**src/rtl/matrix_dsp_sequencer_pkg.sv**
```systemverilog
// Shared matrix DSP definitions: state encoding, run status codes, opcodes and field widths.
package matrix_dsp_sequencer_pkg;

    localparam int unsigned PC_W     = 8;
    localparam int unsigned STEP_W   = 9;
    localparam int unsigned STATUS_W = 2;
    localparam int unsigned STATE_W  = 3;

    localparam logic [STATE_W-1:0] ST_IDLE   = 3'd0;
    localparam logic [STATE_W-1:0] ST_FETCH  = 3'd1;
    localparam logic [STATE_W-1:0] ST_DECODE = 3'd2;
    localparam logic [STATE_W-1:0] ST_ISSUE  = 3'd3;
    localparam logic [STATE_W-1:0] ST_HOLD   = 3'd4;
    localparam logic [STATE_W-1:0] ST_WAIT   = 3'd5;
    localparam logic [STATE_W-1:0] ST_DONE   = 3'd6;

    localparam logic [STATUS_W-1:0] STATUS_OK      = 2'd0;
    localparam logic [STATUS_W-1:0] STATUS_DESYNC  = 2'd1;
    localparam logic [STATUS_W-1:0] STATUS_OVERRUN = 2'd2;
    localparam logic [STATUS_W-1:0] STATUS_ABORTED = 2'd3;

    // Opcode each unit decodes into its unit_program_ready bit.
    localparam logic [2:0] OPCODE_END = 3'd7;

    localparam logic [STEP_W-1:0] STEP_MAX = '1;

endpackage

```
**src/rtl/matrix_dsp_sequencer_if.sv**
```systemverilog
// Command, status and unit-broadcast signals between the sequencer (slave) and its host/units (master).
interface matrix_dsp_sequencer_if #(
    parameter int unsigned NUM_UNITS = 4
);
    import matrix_dsp_sequencer_pkg::*;

    logic                  cmd_valid;
    logic                  cmd_ready;
    logic [PC_W-1:0]       cmd_start_pc;
    logic                  abort;
    logic [PC_W-1:0]       program_counter;
    logic                  instruction_grab;
    logic                  submit;
    logic [NUM_UNITS-1:0]  unit_ready;
    logic [NUM_UNITS-1:0]  unit_program_ready;
    logic                  busy;
    logic                  done;
    logic [STATUS_W-1:0]   status;
    logic [STEP_W-1:0]     step_count;

    modport master (
        output cmd_valid, cmd_start_pc, abort, unit_ready, unit_program_ready,
        input  cmd_ready, program_counter, instruction_grab, submit,
               busy, done, status, step_count
    );

    modport slave (
        input  cmd_valid, cmd_start_pc, abort, unit_ready, unit_program_ready,
        output cmd_ready, program_counter, instruction_grab, submit,
               busy, done, status, step_count
    );

endinterface

```
**src/rtl/matrix_dsp_sequencer.sv**
```systemverilog
// Lockstep microcode sequencer: fetches, decodes and issues one instruction at a time to all DSP units.
module matrix_dsp_sequencer
    import matrix_dsp_sequencer_pkg::*;
#(
    parameter int unsigned NUM_UNITS      = 4,
    parameter int unsigned MICROCODE_SIZE = 256
) (
    input  logic                  clk,
    input  logic                  reset,
    matrix_dsp_sequencer_if.slave bus
);

    localparam logic [PC_W-1:0] PC_LAST = PC_W'(MICROCODE_SIZE - 1);

    logic [NUM_UNITS-1:0] unit_ready;
    logic [NUM_UNITS-1:0] unit_end;
    logic                 all_ready;
    logic                 all_end;
    logic                 any_end;

    logic [STATE_W-1:0]  state_q, state_d;
    logic [PC_W-1:0]     pc_q, pc_d;
    logic [STEP_W-1:0]   step_q, step_d;
    logic [STATUS_W-1:0] status_q, status_d;
    logic                abort_q, abort_d;

    logic cmd_ready_q, busy_q, grab_q, submit_q, done_q;

    assign unit_ready = bus.unit_ready;
    assign unit_end   = bus.unit_program_ready;
    assign all_ready  = &unit_ready;
    assign all_end    = &unit_end;
    assign any_end    = |unit_end;

    // Next-state, counters and run status.
    always_comb begin
        state_d  = state_q;
        pc_d     = pc_q;
        step_d   = step_q;
        status_d = status_q;
        abort_d  = abort_q;

        case (state_q)
            ST_IDLE: begin
                if (bus.cmd_valid) begin
                    pc_d     = bus.cmd_start_pc;
                    step_d   = '0;
                    status_d = STATUS_OK;
                    abort_d  = 1'b0;
                    state_d  = ST_FETCH;
                end
            end
            ST_FETCH: begin
                if (bus.abort) begin
                    status_d = STATUS_ABORTED;
                    state_d  = ST_DONE;
                end else begin
                    state_d  = ST_DECODE;
                end
            end
            ST_DECODE: begin
                if (bus.abort) begin
                    status_d = STATUS_ABORTED;
                    state_d  = ST_DONE;
                end else if (all_end) begin
                    status_d = STATUS_OK;
                    state_d  = ST_DONE;
                end else if (any_end) begin
                    status_d = STATUS_DESYNC;
                    state_d  = ST_DONE;
                end else begin
                    state_d  = ST_ISSUE;
                end
            end
            ST_ISSUE: begin
                if (bus.abort) begin
                    status_d = STATUS_ABORTED;
                    state_d  = ST_DONE;
                end else if (all_ready) begin
                    state_d  = ST_HOLD;
                end
            end
            // Units still report ready while starting, so HOLD only remembers an abort.
            ST_HOLD: begin
                abort_d = abort_q | bus.abort;
                state_d = ST_WAIT;
            end
            ST_WAIT: begin
                abort_d = abort_q | bus.abort;
                if (all_ready) begin
                    step_d = (step_q == STEP_MAX) ? step_q : step_q + STEP_W'(1);
                    if (abort_d) begin
                        status_d = STATUS_ABORTED;
                        state_d  = ST_DONE;
                    end else if (pc_q == PC_LAST) begin
                        status_d = STATUS_OVERRUN;
                        state_d  = ST_DONE;
                    end else begin
                        pc_d    = pc_q + PC_W'(1);
                        state_d = ST_FETCH;
                    end
                end
            end
            ST_DONE: begin
                state_d = ST_IDLE;
            end
            default: begin
                state_d = ST_IDLE;
            end
        endcase
    end

    // State and registered outputs; async reset clears strobes immediately.
    always_ff @(posedge clk or posedge reset) begin
        if (reset) begin
            state_q     <= ST_IDLE;
            pc_q        <= '0;
            step_q      <= '0;
            status_q    <= STATUS_OK;
            abort_q     <= 1'b0;
            cmd_ready_q <= 1'b1;
            busy_q      <= 1'b0;
            grab_q      <= 1'b0;
            submit_q    <= 1'b0;
            done_q      <= 1'b0;
        end else begin
            state_q     <= state_d;
            pc_q        <= pc_d;
            step_q      <= step_d;
            status_q    <= status_d;
            abort_q     <= abort_d;
            cmd_ready_q <= (state_d == ST_IDLE);
            busy_q      <= (state_d != ST_IDLE);
            grab_q      <= (state_d == ST_FETCH);
            submit_q    <= (state_q == ST_ISSUE) && (state_d == ST_HOLD);
            done_q      <= (state_d == ST_DONE);
        end
    end

    assign bus.cmd_ready        = cmd_ready_q;
    assign bus.busy             = busy_q;
    assign bus.instruction_grab = grab_q;
    assign bus.submit           = submit_q;
    assign bus.done             = done_q;
    assign bus.program_counter  = pc_q;
    assign bus.step_count       = step_q;
    assign bus.status           = status_q;

endmodule

```
**src/flat_wrapper.sv**
```systemverilog
// flat-port wrapper written by rule: the top's interface ports become plain ports
module matrix_dsp_sequencer_flat import matrix_dsp_sequencer_pkg::*;
#(
    parameter int unsigned NUM_UNITS      = 4,
    parameter int unsigned MICROCODE_SIZE = 256
)
  (clk, reset, bus_cmd_valid, bus_cmd_start_pc, bus_abort, bus_unit_ready, bus_unit_program_ready, bus_cmd_ready, bus_program_counter, bus_instruction_grab, bus_submit, bus_busy, bus_done, bus_status, bus_step_count);
  matrix_dsp_sequencer_if #(.NUM_UNITS(NUM_UNITS)) bus_i ();
  input  logic clk;
  input  logic reset;
  input wire logic [$bits(bus_i.cmd_valid)-1:0] bus_cmd_valid;
  input wire logic [$bits(bus_i.cmd_start_pc)-1:0] bus_cmd_start_pc;
  input wire logic [$bits(bus_i.abort)-1:0] bus_abort;
  input wire logic [$bits(bus_i.unit_ready)-1:0] bus_unit_ready;
  input wire logic [$bits(bus_i.unit_program_ready)-1:0] bus_unit_program_ready;
  output wire logic [$bits(bus_i.cmd_ready)-1:0] bus_cmd_ready;
  output wire logic [$bits(bus_i.program_counter)-1:0] bus_program_counter;
  output wire logic [$bits(bus_i.instruction_grab)-1:0] bus_instruction_grab;
  output wire logic [$bits(bus_i.submit)-1:0] bus_submit;
  output wire logic [$bits(bus_i.busy)-1:0] bus_busy;
  output wire logic [$bits(bus_i.done)-1:0] bus_done;
  output wire logic [$bits(bus_i.status)-1:0] bus_status;
  output wire logic [$bits(bus_i.step_count)-1:0] bus_step_count;
  assign bus_i.cmd_valid = bus_cmd_valid;
  assign bus_i.cmd_start_pc = bus_cmd_start_pc;
  assign bus_i.abort = bus_abort;
  assign bus_i.unit_ready = bus_unit_ready;
  assign bus_i.unit_program_ready = bus_unit_program_ready;
  assign bus_cmd_ready = bus_i.cmd_ready;
  assign bus_program_counter = bus_i.program_counter;
  assign bus_instruction_grab = bus_i.instruction_grab;
  assign bus_submit = bus_i.submit;
  assign bus_busy = bus_i.busy;
  assign bus_done = bus_i.done;
  assign bus_status = bus_i.status;
  assign bus_step_count = bus_i.step_count;
  matrix_dsp_sequencer #(.NUM_UNITS(NUM_UNITS), .MICROCODE_SIZE(MICROCODE_SIZE)) u_core (.clk(clk), .reset(reset), .bus(bus_i));
endmodule
```
**config.mk**
```make
export PLATFORM = sky130hd
export DESIGN_NAME = matrix_dsp_sequencer_flat
export DESIGN_NICKNAME = d
export VERILOG_FILES = /design/src/rtl/matrix_dsp_sequencer_pkg.sv /design/src/rtl/matrix_dsp_sequencer_if.sv /design/src/rtl/matrix_dsp_sequencer.sv /design/src/flat_wrapper.sv
export SDC_FILE = /design/constraint.sdc
export NUM_CORES = 1
export LEC_CHECK = 0
export CAP_MARGIN = 20
export CORE_MARGIN = 8
export CORE_UTILIZATION = 35
export DETAILED_ROUTE_END_ITERATION = 8
export HOLD_SLACK_MARGIN = 0.1
export SYNTH_ARGS = -nofsm -noshare
export SYNTH_HDL_FRONTEND = slang
export SYNTH_SLANG_ARGS = --single-unit
```
**constraint.sdc**
```tcl
create_clock -name clk -period 1.8 [get_ports clk]
set_clock_uncertainty 0.1 [all_clocks]
set_input_delay 0.54 -clock clk [delete_from_list [all_inputs] [get_ports clk]]
set_output_delay 0.54 -clock clk [all_outputs]
set_load 0.02 [all_outputs]
```
==> results of run 1 <==
## placed cells by master, fill, tap and decap left out, types with 3 or more instances in the layout
| master | instances |
|---|---|
| a211oi_1 | 4 |
| a21oi_1 | 5 |
| and2_4 | 3 |
| buf_4 | 35 |
| clkbuf_2 | 6 |
| clkbuf_8 | 4 |
| clkdlybuf4s15_1 | 4 |
| clkdlybuf4s50_1 | 11 |
| dfrtp_1 | 18 |
| dfrtp_2 | 9 |
| dlygate4sd2_1 | 21 |
| inv_1 | 4 |
| nand2_1 | 7 |
| nand3_1 | 5 |
| nand3_2 | 3 |
| nand4_1 | 9 |
| nor2_1 | 23 |
| nor2_2 | 3 |
| o21a_1 | 3 |
| o21ai_0 | 4 |
| o21ai_1 | 4 |
| xor2_1 | 4 |
## power by group through the flow
stage | Combinational, mW | Sequential (mW) | Clock, mW
after global routing | 2.01 | 1.13 | 0.424
after CTS | 1.75 | 1.07 | 0.394
after detailed placement | 1.76 | 1.08 | 0
final | 1.83 | 1.10 | 0.378
after global placement | 1.73 | 1.07 | 0
after floorplan | 0.854 | 1.19 | 0
## sequential cells by signal (all words and copies together), names as in the netlist, 2 cells and up
signal and cells:
u_core.bus.step_count 9, u_core.bus.status 2, u_core.bus.program_counter 8, u_core.state_q 3
## per-stage QoR
| step | util (%) | cell area [sq um] | TNS [ns] | instances | hold WS (ns) |
|---|---|---|---|---|---|
| after detailed placement | 52.6 | 2290 | -10.05 | 280 | 0.403 |
| after global routing | 55.7 | 2420 | -0.937 | 289 | 0.432 |
| after global placement | 52.6 | 2290 | -8.87 | 280 | 0.374 |
| final | 55.7 | 2420 | -0.139 | 289 | 0.409 |
| after floorplan | - | 1590 | -0.719 | 159 | 0.383 |
| after CTS | 54.8 | 2390 | -0.206 | 288 | 0.423 |
## worst max-delay path: stages, from the launching register on
cell and delay (ns):
dfrtp_2 0.42, and4_4 0.20, and2_4 0.13, and3_4 0.17
ha_4 0.15, nor3_2 0.09, buf_4 0.17, nand4_1 0.10
xor2_1 0.18, nor2_1 0.06
## metal layers
metal  vias up  share of wire [%]
met4         0                1.2
li1        745                  -
met5         -                  0
met2        35                 51
met1       755                 43
met3         8                4.3
## worst paths after layout
path | start | end | slack [ns] | depth (start not counted)
setup / recovery | u_core.bus.step_count[5] | u_core.bus.step_count[5] | -0.06 | 9
hold / removal | u_core.bus.step_count[6] | u_core.bus.step_count[6] | 0.41 | 1
setup reg to reg | u_core.bus.step_count[5] | u_core.bus.step_count[5] | -0.06 | 9
hold reg to reg | u_core.bus.step_count[6] | u_core.bus.step_count[6] | 0.41 | 1
max in group asynchronous | reset | u_core.bus.cmd_ready | 0.88 | 3
min in group asynchronous | reset | u_core.bus.step_count[7] | 0.49 | 3
## cell type report
type / instances / area [sq um]
Clock buffer: 4 / 55.1
Fill cell: 396 / 1930
Inverter: 4 / 15.0
Multi-Input combinational cell: 121 / 906
Sequential cell: 28 / 713
Tap cell: 52 / 65.1
Timing Repair Buffer: 80 / 671
## repair_timing
item,in CTS,in global routing
setup buffers,4,1
endpoints found under the hold margin,0,0
gates resized for setup,46,27
pin swaps,17,8
setup endpoints to repair,45,30
## synthesized netlist by cell type, types with 3 or more instances
cell / count
a311oi_1: 3
nand3_1: 7
and2_1: 3
a211oi_1: 4
dfrtp_1: 27
nand4_1: 9
ha_1: 3
a21oi_1: 5
and3_1: 3
o21ai_0: 4
o21a_1: 3
o21ai_1: 5
nor3_1: 3
nor2_1: 24
nand2_1: 8
xor2_1: 4
inv_1: 4
## logic make-up after synthesis
family                     Yosys count  synth area share, %
and+or+nand+nor                     73                 27.3
muxes                                3                 1.98
adders and majority gates            3                 2.38
DFF                                 28                 44.5
xor gates and xnor gates             4                 2.22
AOI/OAI and AO/OA                   38                 17.7
buffers and inverters               10                 3.96
==> run summary, run 1 <==
Largest net degree at the start of global routing = 29
Gr busiest metal = met2
Number of synthesized register bits = 28
NetSw = 1.37 mW
RSZ-0062 raised after global routing = true
PnR worst setup slack = -0.0619 ns
Final net count = 261
Clock Power Share = 11.4%
Run status = complete, but fails checks
Async set-reset flop share out of synthesis = 100%
Pre-CTS WS = -0.545 ns
Hold WC Path Type = register to register
Post-DR vias/cell = 5.34
Grt total ovfl = 0
Setup violations, final = 5
H-tree Lvls = 1
N_diodes = 0
Starting DRT DRC Count = 46
Failing checks = setup timing
Synth Instances = 159
Endpoint type of the worst setup path = register
Number of remaining DRC errors = 0
Share of cells above drive strength 1 = 36.3%
Slew @ Worst Pin = 0.347 ns
Max IR drop VDD = 0.000676 V
Max frequency = 537 MHz
Routed Antenna Nets = 0
Site Rows = 24
Comb power frac = 55.3%
Crit share post-route = 103%
CTS tree = built
Die area = 6920 sq um
Leakage = 1.10 nW
Top FF cell, synth = dfrtp_1
TritonRoute pass-1 iters = 4
Fin. Hold Viols = 0
Buffers on Ports = 43
Core area = 4350 sq um
Cell Int Power = 1.93 mW
Clock sink count = 28
Die Wd = 83.2 um
Clock transition at path regs = 0.09 ns
Final Critical Period = 1.86 ns
Number of flops mapped to enable cells by yosys = 0
Met2 Usage GRT = 21.9%
Max Cap Violations = 0
Vias in the first global route = 1664
Cell Area, Synth = 1580 sq um
Net Sw Frac = 41.6%
Latest clock arrival within the worst-skew pair = 0.27 ns
IO Pins = 44
Routed WL = 4430 um
Critical Path Fanout Max = 7
Top cells by area, synth = dfrtp_1 (43%), nor2_1 (5.7%), nand4_1 (3.6%)
P&R area growth vs syn = 53.6%
Wire length of the first global-routing pass = 7630 um
Yosys warnings = 0
Post-Syn Nets = 182
Overall routing resource usage = 12.7%
Yosys top cell by area = dfrtp_1
PD cells = 1360 nW/um^2
Wire per inst = 15.3 um
Relative slew slack = 76.8%
Synth top area share = 42.8%
Max-slew violations = 0
Pwr Total = 3.30 mW
# hold bufs at CTS = 0
Startpoint types = register
Worst Path Required = 1.86 ns
CP arrival = 1.93 ns
Root Driver = clkbuf_8
Vias = 1543
Register area share after synthesis = 44.5%
GR Util met1 = 15.1%
Crit path kind = register to register
Netlist cell types = 45
Flop pwr share = 33.2%
Initial core utilization = 36.3%
Initial antenna violation count = 0
Post-DP HPWL = 3460 um
GR Util met3 = 3.32%
Maximum buffer depth of the clock tree = 2
Avg Synthesized Cell Area = 9.93 sq um
CTS Buf Count = 3
Die height = 83.2 um
RePlAce Congestion = 0.837
Power figures use the tool's default switching activity.
==> inputs of run 2 (changes only) <==
Settings changed: CTS_CLUSTER_SIZE from default to 10, MAX_ROUTING_LAYER from default to met4.
==> run 2 against run 1 <==
Highest routed layer unchanged. Register-to-register slack is essentially flat. Cell count is the same. Critical path type unchanged. Wire length is essentially flat. Critical endpoint unchanged. Worst setup slack is essentially flat. The run still ends with setup timing left. Die area is the same. Sequential share of layout area is the same. Sequential cell count is the same. Critical path depth is the same. Clock-buffer cell count is the same. Power is essentially flat. Utilization is the same. Maximum frequency is essentially flat.
==> run summary, run 2 (synthesized netlist as in run 1, its figures left out) <==
Core area = 4350 sq um (unchanged)
Most frequent cells in the layout = buf_4 (35), nor2_1 (23), dlygate4sd2_1 (21) (unchanged)
R2r startpoint = u_core.bus.step_count[5] (unchanged)
Commonest non-fill, non-tap cell in the layout = buf_4 (unchanged)
Critical Path Fanout Max = 7 (unchanged)
PD cells = 1360 nW/um^2 (about the same)
WHS Endpoint = u_core.bus.step_count[6] (unchanged)
R2r setup slk = -0.06 ns (about the same)
RSZ-0062 raised after global routing = true (unchanged)
Wire length of the first global-routing pass = 7620 um (was 7630 um)
Die area = 6920 sq um (unchanged)
Site Rows = 24 (unchanged)
Relative slew slack = 76.8% (unchanged)
CTS Buf Count = 3 (unchanged)
Slew @ Worst Pin = 0.347 ns (unchanged)
R2r worst-path depth = 9 (unchanged)
Buffers on Ports = 43 (unchanged)
Max Cap Violations = 0 (unchanged)
Root Driver = clkbuf_8 (unchanged)
Largest net degree at the start of global routing = 29 (unchanged)
Clock transition at path regs = 0.09 ns (about the same)
IO Pins = 44 (unchanged)
PnR worst setup slack = -0.0619 ns (about the same)
Share of cells above drive strength 1 = 36.3% (unchanged)
Initial core utilization = 36.3% (unchanged)
Max reg flops = 9 (unchanged)
Die height = 83.2 um (unchanged)
Worst Hold Depth = 1 (unchanged)
Grt total ovfl = 0 (unchanged)
Initial antenna violation count = 0 (unchanged)
Vias in the first global route = 1665 (was 1664)
Startpoint types = register (unchanged)
Final net count = 261 (unchanged)
Crit share post-route = 103% (about the same)
R2R Path End = u_core.bus.step_count[5] (unchanged)
Hold Path Origin = u_core.bus.step_count[6] (unchanged)
Post-DP HPWL = 3460 um (unchanged)
Post-layout util = 55.7% (unchanged)
Final Critical Period = 1.86 ns (about the same)
GR Util met3 = 2.73% (was 3.32%)
Clock sink count = 28 (unchanged)
Fill cell count = 396 (unchanged)
Die Wd = 83.2 um (unchanged)
Overall routing resource usage = 13.1% (was 12.7%)
RePlAce Congestion = 0.850 (was 0.837)
Pwr Total = 3.30 mW (about the same)
H-tree Lvls = 1 (unchanged)
Starting DRT DRC Count = 47 (was 46)
Number of remaining DRC errors = 0 (unchanged)
Maximum buffer depth of the clock tree = 2 (unchanged)
Max frequency = 537 MHz (about the same)
Max IR drop VDD = 0.000677 V (was 0.000676 V)
P&R area growth vs syn = 53.6% (unchanged)
Crit path kind = register to register (unchanged)
Leakage = 1.10 nW (unchanged)
Endpoint type of the worst setup path = register (unchanged)
GR Util met1 = 15.4% (was 15.1%)
Setup violations, final = 5 (unchanged)
Routed Antenna Nets = 0 (unchanged)
Run status = complete, but fails checks (unchanged)
Post-DR vias/cell = 5.33 (was 5.34)
Worst Path Required = 1.86 ns (about the same)
N_diodes = 0 (unchanged)
Wire per inst = 15.3 um (about the same)
CP arrival = 1.93 ns (about the same)
TritonRoute pass-1 iters = 4 (unchanged)
Hold WC Path Type = register to register (unchanged)
Failing checks = setup timing (unchanged)
Met2 Usage GRT = 21.9% (unchanged)
Routed WL = 4430 um (about the same)
Vias = 1540 (was 1543)
Fin. Hold Viols = 0 (unchanged)
Latest clock arrival within the worst-skew pair = 0.27 ns (about the same)
Max-slew violations = 0 (unchanged)
CTS tree = built (unchanged)
Gr busiest metal = met2 (unchanged)
[run 2: cell counts in the layout (fill, tap and decap cells not counted)]
Identical to the previous run, type by type.
[run 2: cell type report]
| class | count | area, sq um | share of cell area (%) |
|---|---|---|---|
| Sequential cell | 28 | 713 | 29.4 |
| Tap cell | 52 | 65.1 | 2.68 |
| Inverter | 4 | 15.0 | 0.619 |
| Timing Repair Buffer | 80 | 671 | 27.7 |
| Multi-Input combinational cell | 121 | 906 | 37.4 |
| Clock buffer | 4 | 55.1 | 2.27 |
[run 2: what timing repair did]
action / in CTS / in global routing
hold buffers: 0 / 0
pin swaps: 17 / 8
endpoints found under the setup margin: 45 / 30
gates resized for setup: 46 / 27
buffers inserted: 4 / 1
[run 2: metrics by stage]
stage | TNS (ns) | instances | hold WS (ns) | setup WS [ns] | cell area [sq um]
3_5_place_dp | -10.05 | 280 | 0.403 | -0.545 | 2290
2_1_floorplan | -0.719 | 159 | 0.383 | -0.200 | 1590
4_1_cts | -0.206 | 288 | 0.423 | -0.0888 | 2390
5_1_grt | -0.937 | 289 | 0.432 | -0.140 | 2420
6_report | -0.139 | 289 | 0.409 | -0.0619 | 2420
3_3_place_gp | -8.87 | 280 | 0.374 | -0.487 | 2290
[run 2: worst max path at each step]
stage	slack, ns	cells after the start	endpoint	from
3_5_place_dp	-0.54	6	u_core.bus.busy	bus_unit_program_ready[0]
2_1_floorplan	-0.20	9	u_core.bus.step_count[3]	u_core.bus.step_count[2]
4_1_cts	-0.09	9	u_core.bus.step_count[5]	u_core.bus.step_count[5]
6_report	-0.06	9	u_core.bus.step_count[5]	u_core.bus.step_count[5]
3_3_place_gp	-0.49	6	u_core.bus.busy	bus_unit_program_ready[0]
5_1_grt	-0.14	9	u_core.bus.step_count[5]	u_core.bus.step_count[5]
[run 2: where the power goes]
part	internal (mW)	switching (mW)
combinational	0.889	0.937
sequential	0.842	0.254
clock	0.195	0.182
[run 2: critical path, stage by stage (launching register included)]
cell and delay (ns):
dfrtp_2 0.42, and4_4 0.20, and2_4 0.13, and3_4 0.17, ha_4 0.15, nor3_2 0.09, buf_4 0.17, nand4_1 0.10
xor2_1 0.18, nor2_1 0.06
[run 2: routing by layer]
metal	share of wire, %	vias up
li1	-	745
met1	44	752
met2	51	35
met3	3.4	8
met4	1.2	0
met5	0	-
==> inputs of run 3 (changes only) <==
Clock period 1.8 ns to 1.93 ns, I/O delays scaled along.
==> run 3 against run 2 <==
The run now ends clean. Via count is 1.0% higher. Final area is 0.41% higher. Maximum frequency is 2.5% lower. Sequential cell count stayed put. Clock-buffer cell count is 1 lower. Critical path depth stayed put. Combinational power is 13% lower. Largest power group unchanged. Highest routed layer unchanged. Power is 6.6% lower. Die area stayed put. Cell count is 0.35% higher. Hold slack worse by 0.0023 ns.
==> run summary, run 3 (synthesized netlist as in run 1, its figures left out) <==
TritonRoute pass-1 iters = 4 (unchanged)
Max Cap Violations = 0 (unchanged)
RePlAce Congestion = 0.876 (was 0.850)
Final Critical Period = 1.91 ns (was 1.86 ns)
Crit share post-route = 98.9% (was 103%)
P&R area growth vs syn = 54.2% (was 53.6%)
H-tree Lvls = 1 (unchanged)
Core area = 4350 sq um (unchanged)
R2r setup slk = 0.02 ns (was -0.06 ns)
Initial core utilization = 36.3% (unchanged)
Max IR drop VDD = 0.000723 V (was 0.000677 V)
Die area = 6920 sq um (unchanged)
CP arrival = 1.99 ns (was 1.93 ns)
Most frequent cells in the layout = buf_4 (38), dlygate4sd2_1 (24), nor2_1 (23) (was buf_4 (35), nor2_1 (23), dlygate4sd2_1 (21))
Grt total ovfl = 0 (unchanged)
Leakage = 1.14 nW (was 1.10 nW)
Net Sw Frac = 40.8% (was 41.6%)
Commonest non-fill, non-tap cell in the layout = buf_4 (unchanged)
CTS Buf Count = 3 (unchanged)
N_diodes = 0 (unchanged)
Finished Cell Area = 2430 sq um (was 2420 sq um)
Critical Path Fanout Max = 8 (was 7)
Number of remaining DRC errors = 0 (unchanged)
Run status = finished clean (was complete, but fails checks)
Largest net degree at the start of global routing = 29 (unchanged)
Endpoint type of the worst setup path = register (unchanged)
Routed WL = 4590 um (was 4430 um)
Buffers on Ports = 43 (unchanged)
Die Wd = 83.2 um (unchanged)
Fill cell count = 393 (was 396)
Final net count = 262 (was 261)
Worst Path Buf+Inv = 1 (unchanged)
Slew @ Worst Pin = 0.386 ns (was 0.347 ns)
Crit path cell chain = and4_1 -> and2_4 -> and3_4 -> ha_4 -> nor3_2 -> buf_4 -> nand4_1 -> xor2_1 -> nor2_1 (was and4_4 -> and2_4 -> and3_4 -> ha_4 -> nor3_2 -> buf_4 -> nand4_1 -> xor2_1 -> nor2_1)
WHS Endpoint = u_core.bus.status[1] (was u_core.bus.step_count[6])
GR Util met1 = 15.9% (was 15.4%)
Wire length of the first global-routing pass = 7640 um (was 7620 um)
Post-DP HPWL = 3480 um (was 3460 um)
Crit path kind = register to register (unchanged)
CTS tree = built (unchanged)
Starting DRT DRC Count = 132 (was 47)
Worst Path Required = 2.01 ns (was 1.86 ns)
Slowest CP cell = dfrtp_2 (unchanged)
Overall routing resource usage = 13.2% (was 13.1%)
Setup violations, final = 0 (was 5)
Clock transition at path regs = 0.10 ns (was 0.09 ns)
Maximum buffer depth of the clock tree = 2 (unchanged)
Flop pwr share = 33.1% (was 33.2%)
DP Area = 2280 sq um (was 2290 sq um)
R2R Path End = u_core.bus.step_count[5] (unchanged)
Met2 Usage GRT = 22.1% (was 21.9%)
Wire per inst = 15.8 um (was 15.3 um)
Gr busiest metal = met2 (unchanged)
R2r worst-path depth = 9 (unchanged)
# hold bufs at CTS = 0 (unchanged)
Critical Path Max Stage Delay = 0.42 ns (about the same)
Max reg flops = 9 (unchanged)
Fin. Hold Viols = 0 (unchanged)
NetSw = 1.26 mW (was 1.37 mW)
Latest clock arrival within the worst-skew pair = 0.28 ns (was 0.27 ns)
Root Driver = clkbuf_8 (unchanged)
Cell family with most CP delay = simple AND/OR/NAND/NOR gates (unchanged)
RSZ-0062 raised after global routing = true (unchanged)
Vias in the first global route = 1553 (was 1665)
Initial antenna violation count = 0 (unchanged)
Clock sink count = 28 (unchanged)
Comb power frac = 51.6% (was 55.3%)
Die height = 83.2 um (unchanged)
Clock Power Share = 15.3% (was 11.4%)
PD cells = 1270 nW/um^2 (was 1360 nW/um^2)
Max frequency = 524 MHz (was 537 MHz)
Site Rows = 24 (unchanged)
Max-slew violations = 0 (unchanged)
Share of cells above drive strength 1 = 30.7% (was 36.3%)
Routed Antenna Nets = 0 (unchanged)
Vias = 1556 (was 1540)
Cell Int Power = 1.82 mW (was 1.93 mW)
GR Util met3 = 2.83% (was 2.73%)
R2r startpoint = u_core.bus.step_count[5] (unchanged)
Hold WC Path Type = register to register (unchanged)
Relative slew slack = 74.1% (was 76.8%)
Post-DR vias/cell = 5.37 (was 5.33)
Worst Hold Depth = 1 (unchanged)
IO Pins = 44 (unchanged)
Pwr Total = 3.08 mW (was 3.30 mW)
Startpoint types = register (unchanged)
Hold Path Origin = u_core.bus.status[1] (was u_core.bus.step_count[6])
-- run 3: changes by cell type in the layout (fill, tap and decap cells not counted), sizes merged --
cell,delta
buf,+1
dlymetal6s2s,+4
dlygate4sd2,+3
bufinv,+1
clkdlybuf4s50,+3
clkbuf,-7
clkdlybuf4s15,-4
-- run 3: worst max path at each step --
stage,startpoint,end,slack [ns],cells after the start
after CTS,u_core.bus.step_count[2],u_core.bus.step_count[3],0.004,9
after floorplan,u_core.bus.step_count[2],u_core.bus.step_count[3],-0.07,9
after global placement,bus_abort,u_core.bus.busy,-0.45,6
after detailed placement,bus_abort,u_core.bus.busy,-0.48,6
after global routing,u_core.bus.step_count[5],u_core.bus.step_count[5],-0.08,9
final,u_core.bus.step_count[5],u_core.bus.step_count[5],0.02,9
-- run 3: power groups by stage --
| stage | Combinational, mW | Clock (mW) | Sequential [mW] |
|---|---|---|---|
| floorplan | 0.796 | 0 | 1.10 |
| global placement | 1.61 | 0 | 1.01 |
| detailed placement | 1.63 | 0 | 1.01 |
| CTS | 1.55 | 0.489 | 1.00 |
| global route | 1.75 | 0.507 | 1.05 |
| finish | 1.59 | 0.471 | 1.02 |
-- run 3: worst reg2reg max path, cell delays in order, from the launching register on --
cell and delay, ns:
dfrtp_2 0.42, and4_1 0.22, and2_4 0.16, and3_4 0.17
ha_4 0.15, nor3_2 0.09, buf_4 0.17, nand4_1 0.10
xor2_1 0.18, nor2_1 0.06
-- run 3: timing repair --
item	4_1_cts	5_1_grt
setup buffers	3	2
resized for setup	29	15
pin swaps	1	15
setup endpoints to repair	36	17
-- run 3: metal layers --
layer  vias to the layer above  share of wire [%]
li1                        754                  -
met1                       738                 46
met2                        57                 48
met3                         7                4.9
met4                         0                1.0
met5                         -                  0
-- run 3: metrics by stage --
step / hold WS, ns / util (%) / worst slack [ns] / TNS, ns / cells
6_report: 0.407 / 55.9 / 0.0205 / 0 / 290
3_5_place_dp: 0.387 / 52.4 / -0.482 / -8.00 / 281
3_3_place_gp: 0.383 / 52.4 / -0.449 / -7.06 / 281
4_1_cts: 0.410 / 54.2 / 0.00389 / 0 / 288
5_1_grt: 0.439 / 55.9 / -0.0779 / -0.305 / 290
2_1_floorplan: 0.383 / - / -0.0696 / -0.118 / 159
-- run 3: layout make-up --
cell class              instances  area (sq um)  area share (%)
clock inverters                 1          30.0            1.23
well taps                      52          65.1            2.67
multi-input cells             121           877            36.0
repair buffers                 81           698            28.7
clock buffers                   3          41.3            1.70
inverters                       4          15.0           0.617
flip-flops and latches         28           708            29.1
